[src/rtl/spi_shift_if.sv]
// spi_shift_if: bus bundle between the APB SPI register block and the shift engine.
//
// Signals (driven by master, unless marked engine-driven):
//   ss, load, tx_data, frame_len, lsbfe, cpol, cpha  : frame control from software
//   flag_low, flag_high                              : sample strobes (one PCLK per SCLK edge)
//   flags_low, flags_high                            : launch strobes (one PCLK ahead of SCLK edge)
//   miso                                             : serial data in
//   mosi, rx_data, rx_valid, busy, load_err, tx_cnt  : engine-driven results and status
interface spi_shift_if #(
  parameter int DATA_W = 8
);
  localparam int CNT_W = $clog2(DATA_W) + 1;

  logic              ss;
  logic              load;
  logic [DATA_W-1:0] tx_data;
  logic [CNT_W-1:0]  frame_len;
  logic              lsbfe;
  logic              cpol;
  logic              cpha;
  logic              flag_low;
  logic              flag_high;
  logic              flags_low;
  logic              flags_high;
  logic              miso;
  logic              mosi;
  logic [DATA_W-1:0] rx_data;
  logic              rx_valid;
  logic              busy;
  logic              load_err;
  logic [CNT_W-1:0]  tx_cnt;

  modport master (
    output ss, load, tx_data, frame_len, lsbfe, cpol, cpha,
           flag_low, flag_high, flags_low, flags_high, miso,
    input  mosi, rx_data, rx_valid, busy, load_err, tx_cnt
  );

  modport slave (
    input  ss, load, tx_data, frame_len, lsbfe, cpol, cpha,
           flag_low, flag_high, flags_low, flags_high, miso,
    output mosi, rx_data, rx_valid, busy, load_err, tx_cnt
  );
endinterface

[src/rtl/spi_shift_engine.sv]
// spi_shift_engine: serialises a transmit word onto mosi and deserialises miso
// into a receive word, with run-time frame length, bit order and SPI mode.
//
// Ports:
//   PCLK    : APB clock
//   PRESETn : asynchronous active-low reset
//   bus     : spi_shift_if.slave bundle (control, strobes, serial lines, status)
//
// All outputs are registered. Frames repeat back-to-back while ss stays low;
// raising ss aborts the current frame without touching rx_data or tx_reg.
module spi_shift_engine #(
  parameter int DATA_W = 8
) (
  input  logic       PCLK,
  input  logic       PRESETn,
  spi_shift_if.slave bus
);
  localparam int CNT_W = $clog2(DATA_W) + 1;

  typedef enum logic [1:0] {IDLE, ARMED, SHIFT} state_t;

  state_t            state, state_nxt;
  logic [DATA_W-1:0] tx_reg, tx_reg_nxt;
  logic [DATA_W-1:0] rx_shift, rx_shift_nxt;
  logic [DATA_W-1:0] rx_data, rx_data_nxt;
  logic [CNT_W-1:0]  n_lat, n_lat_nxt;
  logic [CNT_W-1:0]  tx_cnt, tx_cnt_nxt;
  logic [CNT_W-1:0]  rx_cnt, rx_cnt_nxt;
  logic              mosi, mosi_nxt;
  logic              rx_valid, rx_valid_nxt;
  logic              busy, busy_nxt;
  logic              load_err, load_err_nxt;

  logic              launch, sample, completing, load_ok;
  logic [CNT_W-1:0]  n_eff, tx_idx, rx_idx;
  logic [DATA_W-1:0] len_mask;

  // Position of the k-th transferred bit inside an N-bit frame.
  function automatic logic [CNT_W-1:0] bit_idx(input logic [CNT_W-1:0] k,
                                               input logic [CNT_W-1:0] n,
                                               input logic             lsb);
    return lsb ? k : (n - k - CNT_W'(1));
  endfunction

  always_comb begin
    // Modes 1 and 2 both work on the high strobes, modes 0 and 3 on the low ones.
    launch     = (bus.cpol ^ bus.cpha) ? bus.flags_high : bus.flags_low;
    sample     = (bus.cpol ^ bus.cpha) ? bus.flag_high  : bus.flag_low;
    n_eff      = (bus.frame_len == '0 || bus.frame_len > CNT_W'(DATA_W)) ?
                 CNT_W'(DATA_W) : bus.frame_len;
    // The cycle after the last sample: result is published, a reload is allowed.
    completing = (state == SHIFT) && (rx_cnt == n_lat) && !bus.ss;
    load_ok    = bus.load && ((state != SHIFT) || completing);
    tx_idx     = bit_idx(tx_cnt, n_lat, bus.lsbfe);
    rx_idx     = bit_idx(rx_cnt, n_lat, bus.lsbfe);
    for (int i = 0; i < DATA_W; i++) len_mask[i] = (CNT_W'(i) < n_lat);
  end

  always_comb begin
    state_nxt    = state;
    tx_reg_nxt   = tx_reg;
    rx_shift_nxt = rx_shift;
    rx_data_nxt  = rx_data;
    n_lat_nxt    = n_lat;
    tx_cnt_nxt   = tx_cnt;
    rx_cnt_nxt   = rx_cnt;
    mosi_nxt     = mosi;
    rx_valid_nxt = 1'b0;
    load_err_nxt = 1'b0;

    unique case (state)
      IDLE: ;
      ARMED: begin
        // A load in the same cycle wins; the launch is taken on the next strobe.
        if (!bus.ss && launch && !bus.load && tx_cnt < n_lat) begin
          for (int i = 0; i < DATA_W; i++)
            if (CNT_W'(i) == tx_idx) mosi_nxt = tx_reg[i];
          tx_cnt_nxt = tx_cnt + CNT_W'(1);
          state_nxt  = SHIFT;
        end
      end
      SHIFT: begin
        if (completing) begin
          rx_data_nxt  = rx_shift & len_mask;
          rx_valid_nxt = 1'b1;
          tx_cnt_nxt   = '0;
          rx_cnt_nxt   = '0;
          state_nxt    = ARMED;
        end else begin
          if (launch && tx_cnt < n_lat) begin
            for (int i = 0; i < DATA_W; i++)
              if (CNT_W'(i) == tx_idx) mosi_nxt = tx_reg[i];
            tx_cnt_nxt = tx_cnt + CNT_W'(1);
          end
          if (sample && rx_cnt < n_lat) begin
            for (int i = 0; i < DATA_W; i++)
              if (CNT_W'(i) == rx_idx) rx_shift_nxt[i] = bus.miso;
            rx_cnt_nxt = rx_cnt + CNT_W'(1);
          end
        end
      end
      default: state_nxt = IDLE;
    endcase

    // Slave deselect aborts whatever was in flight; tx_reg and rx_data survive.
    if (bus.ss) begin
      mosi_nxt     = 1'b0;
      tx_cnt_nxt   = '0;
      rx_cnt_nxt   = '0;
      rx_shift_nxt = '0;
      if (state == SHIFT) state_nxt = ARMED;
    end

    if (load_ok) begin
      tx_reg_nxt = bus.tx_data;
      n_lat_nxt  = n_eff;
      tx_cnt_nxt = '0;
      rx_cnt_nxt = '0;
      state_nxt  = ARMED;
    end else if (bus.load) begin
      load_err_nxt = 1'b1;
    end

    busy_nxt = (state_nxt == SHIFT);
  end

  always_ff @(posedge PCLK or negedge PRESETn) begin
    if (!PRESETn) begin
      state    <= IDLE;
      tx_reg   <= '0;
      rx_shift <= '0;
      rx_data  <= '0;
      n_lat    <= CNT_W'(DATA_W);
      tx_cnt   <= '0;
      rx_cnt   <= '0;
      mosi     <= 1'b0;
      rx_valid <= 1'b0;
      busy     <= 1'b0;
      load_err <= 1'b0;
    end else begin
      state    <= state_nxt;
      tx_reg   <= tx_reg_nxt;
      rx_shift <= rx_shift_nxt;
      rx_data  <= rx_data_nxt;
      n_lat    <= n_lat_nxt;
      tx_cnt   <= tx_cnt_nxt;
      rx_cnt   <= rx_cnt_nxt;
      mosi     <= mosi_nxt;
      rx_valid <= rx_valid_nxt;
      busy     <= busy_nxt;
      load_err <= load_err_nxt;
    end
  end

  assign bus.mosi     = mosi;
  assign bus.rx_data  = rx_data;
  assign bus.rx_valid = rx_valid;
  assign bus.busy     = busy;
  assign bus.load_err = load_err;
  assign bus.tx_cnt   = tx_cnt;
endmodule
[src/flat_wrapper.sv]
// flat-port wrapper written by rule: the top's interface ports become plain ports
module spi_shift_engine_flat 
#(
  parameter int DATA_W = 8
)
  (PCLK, PRESETn, bus_ss, bus_load, bus_tx_data, bus_frame_len, bus_lsbfe, bus_cpol, bus_cpha, bus_flag_low, bus_flag_high, bus_flags_low, bus_flags_high, bus_miso, bus_mosi, bus_rx_data, bus_rx_valid, bus_busy, bus_load_err, bus_tx_cnt);
  spi_shift_if #(.DATA_W(DATA_W)) bus_i ();
  input  logic PCLK;
  input  logic PRESETn;
  input wire logic [$bits(bus_i.ss)-1:0] bus_ss;
  input wire logic [$bits(bus_i.load)-1:0] bus_load;
  input wire logic [$bits(bus_i.tx_data)-1:0] bus_tx_data;
  input wire logic [$bits(bus_i.frame_len)-1:0] bus_frame_len;
  input wire logic [$bits(bus_i.lsbfe)-1:0] bus_lsbfe;
  input wire logic [$bits(bus_i.cpol)-1:0] bus_cpol;
  input wire logic [$bits(bus_i.cpha)-1:0] bus_cpha;
  input wire logic [$bits(bus_i.flag_low)-1:0] bus_flag_low;
  input wire logic [$bits(bus_i.flag_high)-1:0] bus_flag_high;
  input wire logic [$bits(bus_i.flags_low)-1:0] bus_flags_low;
  input wire logic [$bits(bus_i.flags_high)-1:0] bus_flags_high;
  input wire logic [$bits(bus_i.miso)-1:0] bus_miso;
  output wire logic [$bits(bus_i.mosi)-1:0] bus_mosi;
  output wire logic [$bits(bus_i.rx_data)-1:0] bus_rx_data;
  output wire logic [$bits(bus_i.rx_valid)-1:0] bus_rx_valid;
  output wire logic [$bits(bus_i.busy)-1:0] bus_busy;
  output wire logic [$bits(bus_i.load_err)-1:0] bus_load_err;
  output wire logic [$bits(bus_i.tx_cnt)-1:0] bus_tx_cnt;
  assign bus_i.ss = bus_ss;
  assign bus_i.load = bus_load;
  assign bus_i.tx_data = bus_tx_data;
  assign bus_i.frame_len = bus_frame_len;
  assign bus_i.lsbfe = bus_lsbfe;
  assign bus_i.cpol = bus_cpol;
  assign bus_i.cpha = bus_cpha;
  assign bus_i.flag_low = bus_flag_low;
  assign bus_i.flag_high = bus_flag_high;
  assign bus_i.flags_low = bus_flags_low;
  assign bus_i.flags_high = bus_flags_high;
  assign bus_i.miso = bus_miso;
  assign bus_mosi = bus_i.mosi;
  assign bus_rx_data = bus_i.rx_data;
  assign bus_rx_valid = bus_i.rx_valid;
  assign bus_busy = bus_i.busy;
  assign bus_load_err = bus_i.load_err;
  assign bus_tx_cnt = bus_i.tx_cnt;
  spi_shift_engine #(.DATA_W(DATA_W)) u_core (.PCLK(PCLK), .PRESETn(PRESETn), .bus(bus_i));
endmodule
[config.mk]
export PLATFORM = sky130hd
export DESIGN_NAME = spi_shift_engine_flat
export DESIGN_NICKNAME = d
export VERILOG_FILES = /design/src/rtl/spi_shift_if.sv /design/src/rtl/spi_shift_engine.sv /design/src/flat_wrapper.sv
export SDC_FILE = /design/constraint.sdc
export NUM_CORES = 1
export LEC_CHECK = 0
export CAP_MARGIN = 20
export CELL_PAD_IN_SITES_DETAIL_PLACEMENT = 0
export CELL_PAD_IN_SITES_GLOBAL_PLACEMENT = 1
export CORE_MARGIN = 3
export CORE_UTILIZATION = 42
export CTS_CLUSTER_DIAMETER = 60
export DETAILED_ROUTE_END_ITERATION = 10
export PLACE_DENSITY_LB_ADDON = 0.1
export SLEW_MARGIN = 25
export SYNTH_ARGS = -nofsm -noshare
export SYNTH_HDL_FRONTEND = slang
export SYNTH_SLANG_ARGS = --single-unit
export TNS_END_PERCENT = 5
[constraint.sdc]
create_clock -name PCLK -period 3.1 [get_ports PCLK]
set_input_delay 0.465 -clock PCLK [delete_from_list [all_inputs] [get_ports PCLK]]
set_output_delay 0.465 -clock PCLK [all_outputs]
set_load 0.1 [all_outputs]
== Word level (Yosys, flattened, before mapping) ==
Cells that the tools add are included.
Word-level totals
  register bits: 42
  latch bits: 0
  RAM bits: 0
  bits in read-only memories: 0
  bits of input ports: 24
  logic and storage cells: 155
  memories kept: 0
Cells by class
  add/sub/neg operators: 6
  $mul: 0
  divide/modulo/power cells: 0
  order comparisons: 11
  equality and inequality tests: 25
  shift-type cells: 0
  multiplexer cells: 51
  bitwise gates (word level): 2
  reductions and logical operators: 42
Operator list (number)
  2-to-1 mux 4 bit: 13
  AND reduction 4 bit: 9
  equality test 3 x 4 -> 1 bit, first input constant: 8
  2-to-1 mux 8 bit: 4
  2-to-1 mux 1 bit: 26
  nonzero test 2 bit: 10
  equality test 2 x 4 -> 1 bit, first input constant: 4
  less-than comparator 3 x 4 -> 1 bit, first input constant: 4
  zero test 4 bit: 3
  2-to-1 mux 2 bit: 5
  adder 4 x 1 -> 4 bit, second input constant: 2
  bitwise AND 8 bit: 1
  equality test 1 x 4 -> 1 bit, first input constant: 2
  logical AND 1 bit: 8
  less-than comparator 1 x 4 -> 1 bit, first input constant: 2
  less-than comparator 2 x 4 -> 1 bit, first input constant: 2
  less-than comparator 4 bit: 2
  one-hot mux 4 bit (2 select lines): 1
  nonzero test 4 bit: 2
  subtractor 4 x 1 -> 4 bit, second input constant: 2
  subtractor 4 bit: 2
  inequality test 3 x 2 -> 1 bit, second input constant: 2
  one-hot mux 2 bit (3 select lines): 1
  nonzero test 3 bit: 2
  15 further kinds: 20

== Longest topological paths before layout ==
Gate-level depths: netlist of the first run.
  word-level depth: 16
  depth in mapped cells: 10
  mapped depth without buffers: 10

== Least setup slack after synthesis of the first run ==
Ideal clock, no wire load.
  kind: register to register
  from: register u_core.tx_cnt[0], in the netlist u_core.bus.tx_cnt[0]
  to: register u_core.mosi, in the netlist u_core.bus.mosi
  setup time: 104 ps
  arrival time: 2857 ps
  setup slack: 139 ps
  stages on the path, launching flop included: 10
  path buffers: 0
  cells stage by stage: dfrtp_1 > inv_1 > ha_1 > fa_1 > mux2_2 > mux2i_1 > o211ai_1 > o311a_1 > a21oi_1 > o41ai_2
Between the ends
  word-level cells in the longest chain between the ends: 16
RTL lines
  start: declaration: line spi_shift_engine.sv:27  | logic [CNT_W-1:0] tx_cnt, tx_cnt_nxt;
  start signal: assignment: line spi_shift_engine.sv:146  | tx_cnt <= tx_cnt_nxt;
  subtractor 4 bit: line spi_shift_engine.sv:42  | return lsb ? k : (n - k - CNT_W'(1));
  subtractor 4 x 1 -> 4 bit: line spi_shift_engine.sv:42
  2-to-1 mux 4 bit: line spi_shift_engine.sv:42
  zero test 4 bit: line spi_shift_engine.sv:77, spi_shift_engine.sv:92
  2-to-1 mux 1 bit
  2-to-1 mux 1 bit (6 in a row): line spi_shift_engine.sv:92  | if (CNT_W'(i) == tx_idx) mosi_nxt = tx_reg[i];
  2-to-1 mux 1 bit: line spi_shift_engine.sv:77  | if (CNT_W'(i) == tx_idx) mosi_nxt = tx_reg[i];
  2-to-1 mux 1 bit: line spi_shift_engine.sv:90  | if (launch && tx_cnt < n_lat) begin
  2-to-1 mux 1 bit: line spi_shift_engine.sv:83  | if (completing) begin
  one-hot mux 1 bit (2 select lines): line spi_shift_engine.sv:71  | unique case (state)
  2-to-1 mux 1 bit: line spi_shift_engine.sv:106  | if (bus.ss) begin
  end signal: assignment: line spi_shift_engine.sv:148  | mosi <= mosi_nxt;
  end: declaration: line spi_shift_engine.sv:29  | logic mosi, mosi_nxt;
Several ways; a longest one is shown, not always the timed one. The select of a mux whose other input is x is not followed.
A chain may end at the register's enable or synchronous reset.

== Worst setup path in the final report of the first run ==
  from: register u_core.n_lat[3]
  to: register u_core.rx_shift[6]
Between the ends
  word-level cells in the longest chain between the ends: 6
RTL lines
  start: declaration: line spi_shift_engine.sv:26  | logic [CNT_W-1:0] n_lat, n_lat_nxt;
  start signal: assignment: line spi_shift_engine.sv:133  | n_lat <= CNT_W'(DATA_W);
  start signal: assignment: line spi_shift_engine.sv:145  | n_lat <= n_lat_nxt;
  subtractor 4 bit: line spi_shift_engine.sv:42
  subtractor 4 x 1 -> 4 bit: line spi_shift_engine.sv:42
  2-to-1 mux 4 bit: line spi_shift_engine.sv:42
  equality test 3 x 4 -> 1 bit: line spi_shift_engine.sv:97  | if (CNT_W'(i) == rx_idx) rx_shift_nxt[i] = bus.miso;
  nonzero test 2 bit (no source line)
  AND reduction 4 bit (no source line) (*)
  end signal: assignment: line spi_shift_engine.sv:143  | rx_shift <= rx_shift_nxt;
  end: declaration: line spi_shift_engine.sv:24  | logic [DATA_W-1:0] rx_shift, rx_shift_nxt;
Every way passes the cells marked *; elsewhere a longest branch is shown, timed or not.

==> impl_results.md, run 1 <==
- Clk_lat worst skew: 0.29 ns
- Drt pass-1 iters: 4
- Synth-to-Final Area Change: 19.6%
- GRT Residual Overflow: 0
- CTS tree: yes
- Setup Viol. Count Final: 0
- Post-synth top area cell: dfrtp_1
- Max incr delay on CP: 0.58 ns
- Flops & latches, synth: 42
- Average wire per standard cell: 15.7 um
- Final Total Pwr: 1330 uW
- Static leakage: 0.00134 uW
- Period utilization: 0.853
- Die footprint: 7250 sq um
- Antenna viol nets, final: 0
- Number of placement rows: 28
- Syn Inst Count: 270
- First-pass GRT wire length: 10500 um
- CP cell instances: inv_1, ha_1, and4b_1, a211oi_2, nand3_2, nor4_1, mux2i_1, nor2_1
- Number of hold violations in the final report: 0
- Hold Buf Count CTS: 0
- Worst EP required: 3.28 ns
- Worst vdd ir: 0.230 mV
- Die height: 85.1 um
- Cts bufs inserted: 5
- EDFF count, synth: 0
- # nets final: 350
- Clk slew on worst S/H paths: 0.08 ns
- Outcome: finished, final reports clean
- Post-synth top area share: 0.390
- Post-cts resize count: 0
- Ant. Diodes: 0
- Setup bufs post-CTS: 0
- Via Count: 2152
- Post-synth top flop: dfrtp_1
- Clock Sinks: 42
- Most common cell in the netlist: dfrtp_1
- Worst path top cell family by delay: simple AND/OR/NAND/NOR gates
- Share of cells above drive strength 1: 0.170
- Clk_skew: 0.00292 ns
- CP max FO: 9
- CP Class: flip-flop to flip-flop
- CTS Buffer Depth: 2
- Initial antenna violation count: 0
- Max-slew violations: 0
- Core area: 5990 sq um
- Syn avg cell area: 9.74 sq um
- Synth async-reset ratio: 1.00
- Worst Tran Pin Value: 0.629 ns
- I/O Buffers: 39
- Synthesis Warnings: 0
- Routed WL: 6070 um
- Initial DRC count: 131
- GPL Wtd Cong: 0.840
- Crit-path slowest cell: dfstp_2
- Die span in x: 85.1 um
- CP startpoint kind: flip-flop
- Commonest cells in the netlist: 41 x dfrtp_1, 23 x nand2_1, 21 x nor2_1
- Worst relative slew slack: 0.580
- Tmin final: 2.64 ns
- Setup TNS: 0 ns
- Yosys cell types: 60
- Final Util: 0.525
- Post-route DRC: 0
- IO Count: 40
- Inst Count DP: 378
- Critical path capture point type: flip-flop
- Vias/cell: 5.58
- Sequential share of the synthesized area: 0.400
- Synthesized area: 2630 sq um
- Min Hold Slack: 0.153 ns
- P per Cell Area: 423 nW/um^2
- Detailed Place HPWL: 4450 um
- Gr usage total: 0.179
- Initial cell density of the core: 0.439
- Root buffer cell: clkbuf_8
- Net Count, Synth: 310
- RSZ-0062 raised after global routing: false
- Number of global-route vias before repair: 2097
- Max cap viols: 0
- Largest net degree at the start of global routing: 43
- HP Class: primary input to asynchronous set/reset pin
- Fmax: 378 MHz
- Arrival time worst endpoint: 2.82 ns
- Synth top area cells: dfrtp_1 39%, ha_1 6.7%, mux2_2 5.1%
- Crit path buf inv count: 1
- H-tree Lvls: 2
- Fin cells: 386
## cells in the final DEF, fill, tap and decap left out, types with 3 or more instances in the layout
cell type / count
clkbuf_8: 5
dfrtp_1: 41
mux2i_1: 11
nor2b_1: 5
nor2_1: 21
nand3b_1: 4
ha_1: 14
nand2b_1: 5
a31oi_1: 3
buf_4: 22
mux2_2: 12
o21ai_0: 20
a21oi_1: 16
clkdlybuf4s50_1: 22
nand4_1: 3
nand3_1: 6
inv_1: 12
nor3b_1: 6
nand2_1: 23
nor3_1: 4
nor4_1: 8
## power breakdown
group | leakage [uW] | switching (uW) | total (uW) | internal (uW)
clock network | 0.0000524 | 193 | 434 | 241
logic | 0.000731 | 174 | 304 | 130
registers | 0.000557 | 21.8 | 593 | 571
## path summary, 6_finish.rpt
check                                      start                     to  slack (ns)  cells past startpoint
max                              u_core.n_lat[3]     u_core.rx_shift[6]        0.46                      8
min                                      PRESETn        u_core.bus.busy        0.15                      1
max reg2reg                      u_core.n_lat[3]     u_core.rx_shift[6]        0.46                      8
min reg2reg                u_core.bus.rx_data[1]  u_core.bus.rx_data[1]        0.48                      2
max in group asynchronous                PRESETn        u_core.n_lat[3]        2.57                      1
min in group PCLK          u_core.bus.rx_data[1]  u_core.bus.rx_data[1]        0.48                      2
## through the flow
step                setup slack [ns]  cell area (sq um)
global route                   0.235               3140
global placement               0.562               3040
floorplan                      0.139               2630
finish                         0.455               3140
detailed placement             0.498               3040
CTS                            0.470               3140
## routing by layer
layer | track usage | wire length (um)
met5 | 0 | 0
met4 | 0.0547 | 69
met3 | 0.0350 | 407
met2 | 0.265 | 2600
met1 | 0.264 | 2980
## cell type report
cell class              instances  area [sq um]
inverters                      12          45.0
multi-input cells             205          1460
repair buffers                 44           385
clock buffers                   7          76.3
well taps                      75          93.8
flip-flops and latches         42          1050
fillers                       570          2850
clock inverters                 1          30.0
## kinds of logic after synthesis
logic type               after synthesis  synth area share
AO/OA/AOI/OAI                         61             0.149
XOR/XNOR                               5            0.0195
adder cells (fa/ha/maj)               16            0.0818
buffers and inverters                 23            0.0442
flip-flops                            42             0.400
multiplexers                          24            0.0985
AND/OR/NAND/NOR                       99             0.207
Power figures use the tool's default switching activity.
==> run 2: changes to the inputs <==
--- a/config.mk
+++ b/config.mk
@@ -13,5 +13,6 @@
 export CTS_CLUSTER_DIAMETER = 60
 export DETAILED_ROUTE_END_ITERATION = 10
-export PLACE_DENSITY_LB_ADDON = 0.1
+export PLACE_DENSITY = 0.9
+export SKIP_LAST_GASP = 1
 export SLEW_MARGIN = 25
 export SYNTH_ARGS = -nofsm -noshare
==> constraint.sdc (replaced) <==
create_clock -name PCLK -period 3.1 [get_ports PCLK]
set_input_delay 0.62 -clock PCLK [delete_from_list [all_inputs] [get_ports PCLK]]
set_output_delay 0.62 -clock PCLK [all_outputs]
set_load 0.1 [all_outputs]
==> run 2 against run 1 <==
Against the previous run:
- combinational power shrank 3%
- clock-buffer cell count decreased by 2
- flip-flop and latch count unchanged
- largest power group unchanged
==> impl_results.md, run 2 (synthesis results as in run 1) <==
- Clock Sinks: 42 (unchanged)
- Synth-to-Final Area Change: 19.2%
- Via Count: 2094 (-2.7%)
- Ant. Diodes: 0 (unchanged)
- Max-slew violations: 0 (unchanged)
- Initial cell density of the core: 0.439 (unchanged)
- Register area: 1050 sq um (unchanged)
- Root buffer cell: clkbuf_8
- RSZ-0062 raised after global routing: false
- Number of placement rows: 28 (unchanged)
- Max cap viols: 0 (unchanged)
- Core area: 5990 sq um (unchanged)
- P_sw: 391 uW (+0.59%)
- Tmin final: 2.61 ns (-0.0350 ns)
- Final Total Pwr: 1250 uW (-5.8%)
- Gr usage total: 0.169 (-0.00981)
- CP startpoint kind: flip-flop
- Post-route DRC: 0 (unchanged)
- Post-cts resize count: 0 (unchanged)
- Commonest non-fill, non-tap cell in the layout: dfrtp_1
- Area of the multi-input gates: 1470 sq um (+0.26%)
- Die height: 85.1 um (unchanged)
- Clk slew on worst S/H paths: 0.09 ns (about the same)
- HP Class: primary input to asynchronous set/reset pin
- Static leakage: 0.00133 uW (-0.46%)
- Gate power share: 0.236 (+0.008)
- Fmax: 383 MHz (+1.3%)
- Clk_lat worst skew: 0.29 ns (about the same)
- Number of hold violations in the final report: 0 (unchanged)
- GRT Residual Overflow: 0 (unchanged)
- CP Class: flip-flop to flip-flop
- Setup bufs post-CTS: 0 (unchanged)
- Arrival time worst endpoint: 2.79 ns (-0.03 ns)
- Antenna viol nets, final: 0 (unchanged)
- First-pass GRT wire length: 9940 um (-5.3%)
- Number of global-route vias before repair: 2098 (+0.048%)
- Setup Viol. Count Final: 0 (unchanged)
- Die footprint: 7250 sq um (unchanged)
- Fin cells: 386 (unchanged)
- Die span in x: 85.1 um (unchanged)
- Worst relative slew slack: 0.543 (-0.0373)
- Inst Count DP: 378 (unchanged)
- Worst vdd ir: 0.233 mV (+1.2%)
- Setup TNS: 0 ns (unchanged)
- Filler Cell Count: 530 (-7.0%)
- Period utilization: 0.842 (-0.0113)
- Share of cells above drive strength 1: 0.180 (+0.00965)
- Seq pwr share: 0.475 (+0.029)
- P_int: 862 uW (-8.5%)
- Cts bufs inserted: 5 (unchanged)
- CP max FO: 9 (unchanged)
- Vias/cell: 5.42 (-2.7%)
- Initial antenna violation count: 0 (unchanged)
- Commonest cells after routing, fill and taps aside: 41 x dfrtp_1, 23 x nand2_1, 22 x buf_4, 22 x clkdlybuf4s50_1, 21 x nor2_1
- Net Sw Frac: 0.312 (+0.0198)
- Critical path capture point type: flip-flop
- Drt pass-1 iters: 4 (unchanged)
- Outcome: finished, final reports clean
- Routed WL: 5740 um (-5.3%)
- Clock power share: 0.289 (-0.037)
- CTS Buffer Depth: 2 (unchanged)
- H-tree Lvls: 2 (unchanged)
- Largest net degree at the start of global routing: 43 (unchanged)
- Clk_skew: 0.00481 ns (+0.00190 ns)
- # nets final: 350 (unchanged)
- Worst Tran Pin Value: 0.686 ns (+0.0571 ns)
- CTS tree: yes
- Hold Buf Count CTS: 0 (unchanged)
- IO Count: 40 (unchanged)
- Worst EP required: 3.28 ns (about the same)
- Detailed Place HPWL: 4340 um (-2.5%)
- Initial DRC count: 141 (+7.6%)
- Average wire per standard cell: 14.9 um (-5.3%)
- P per Cell Area: 400 nW/um^2 (-5.5%)
- I/O Buffers: 39 (unchanged)
- GPL Wtd Cong: 0.881 (+4.8%)
run 2: critical path, cell delays in order (launching register included):
cell and delay [ns]:
dfstp_2 0.58, inv_1 0.06, ha_1 0.38, and4b_1 0.23, a211oi_2 0.27, nand3_2 0.22
nor4_1 0.45, mux2i_1 0.25, nor2_1 0.05
run 2: layer usage:
metal / global-route usage / vias to the layer above / routed length, um
li1: - / 1057 / -
met5: 0 / - / 0
met1: 0.227 / 981 / 2620
met4: 0.0504 / 0 / 86
met3: 0.0282 / 7 / 249
met2: 0.281 / 49 / 2790
run 2: worst paths after layout:
kind,startpoint,endpoint,slack (ns),depth (start not counted)
worst max-delay path,u_core.n_lat[3],u_core.rx_shift[4],0.49,8
worst min register to register,u_core.bus.rx_data[1],u_core.bus.rx_data[1],0.48,2
worst max register to register,u_core.n_lat[3],u_core.rx_shift[4],0.49,8
min in group PCLK,u_core.bus.rx_data[1],u_core.bus.rx_data[1],0.48,2
max in group asynchronous,PRESETn,u_core.bus.tx_cnt[2],2.43,1
worst min-delay path,PRESETn,u_core.bus.rx_data[2],0.29,1
run 2: metrics by stage:
stage	cell area [sq um]	hold WS, ns	setup slack (ns)	util
finish	3140	0.293	0.490	0.523
global route	3140	0.334	0.249	0.523
CTS	3130	0.485	0.412	0.522
detailed placement	3040	0.463	0.412	0.507
global placement	3040	0.456	0.424	0.507
floorplan	2630	0.324	0.139	-
run 2: layout make-up:
cell class | count | share of cell area
multi-input cells | 205 | 0.467
flip-flops and latches | 42 | 0.336
repair buffers | 44 | 0.123
well taps | 75 | 0.0299
clock buffers | 5 | 0.0219
inverters | 12 | 0.0144
clock inverters | 3 | 0.00798
run 2: power groups by stage:
stage                     clock [uW]  combinational, uW  sequential, uW
after floorplan                    0                188             625
after global placement             0                291             605
after detailed placement           0                295             606
after CTS                        376                296             595
after global routing             400                328             600
final                            363                296             595
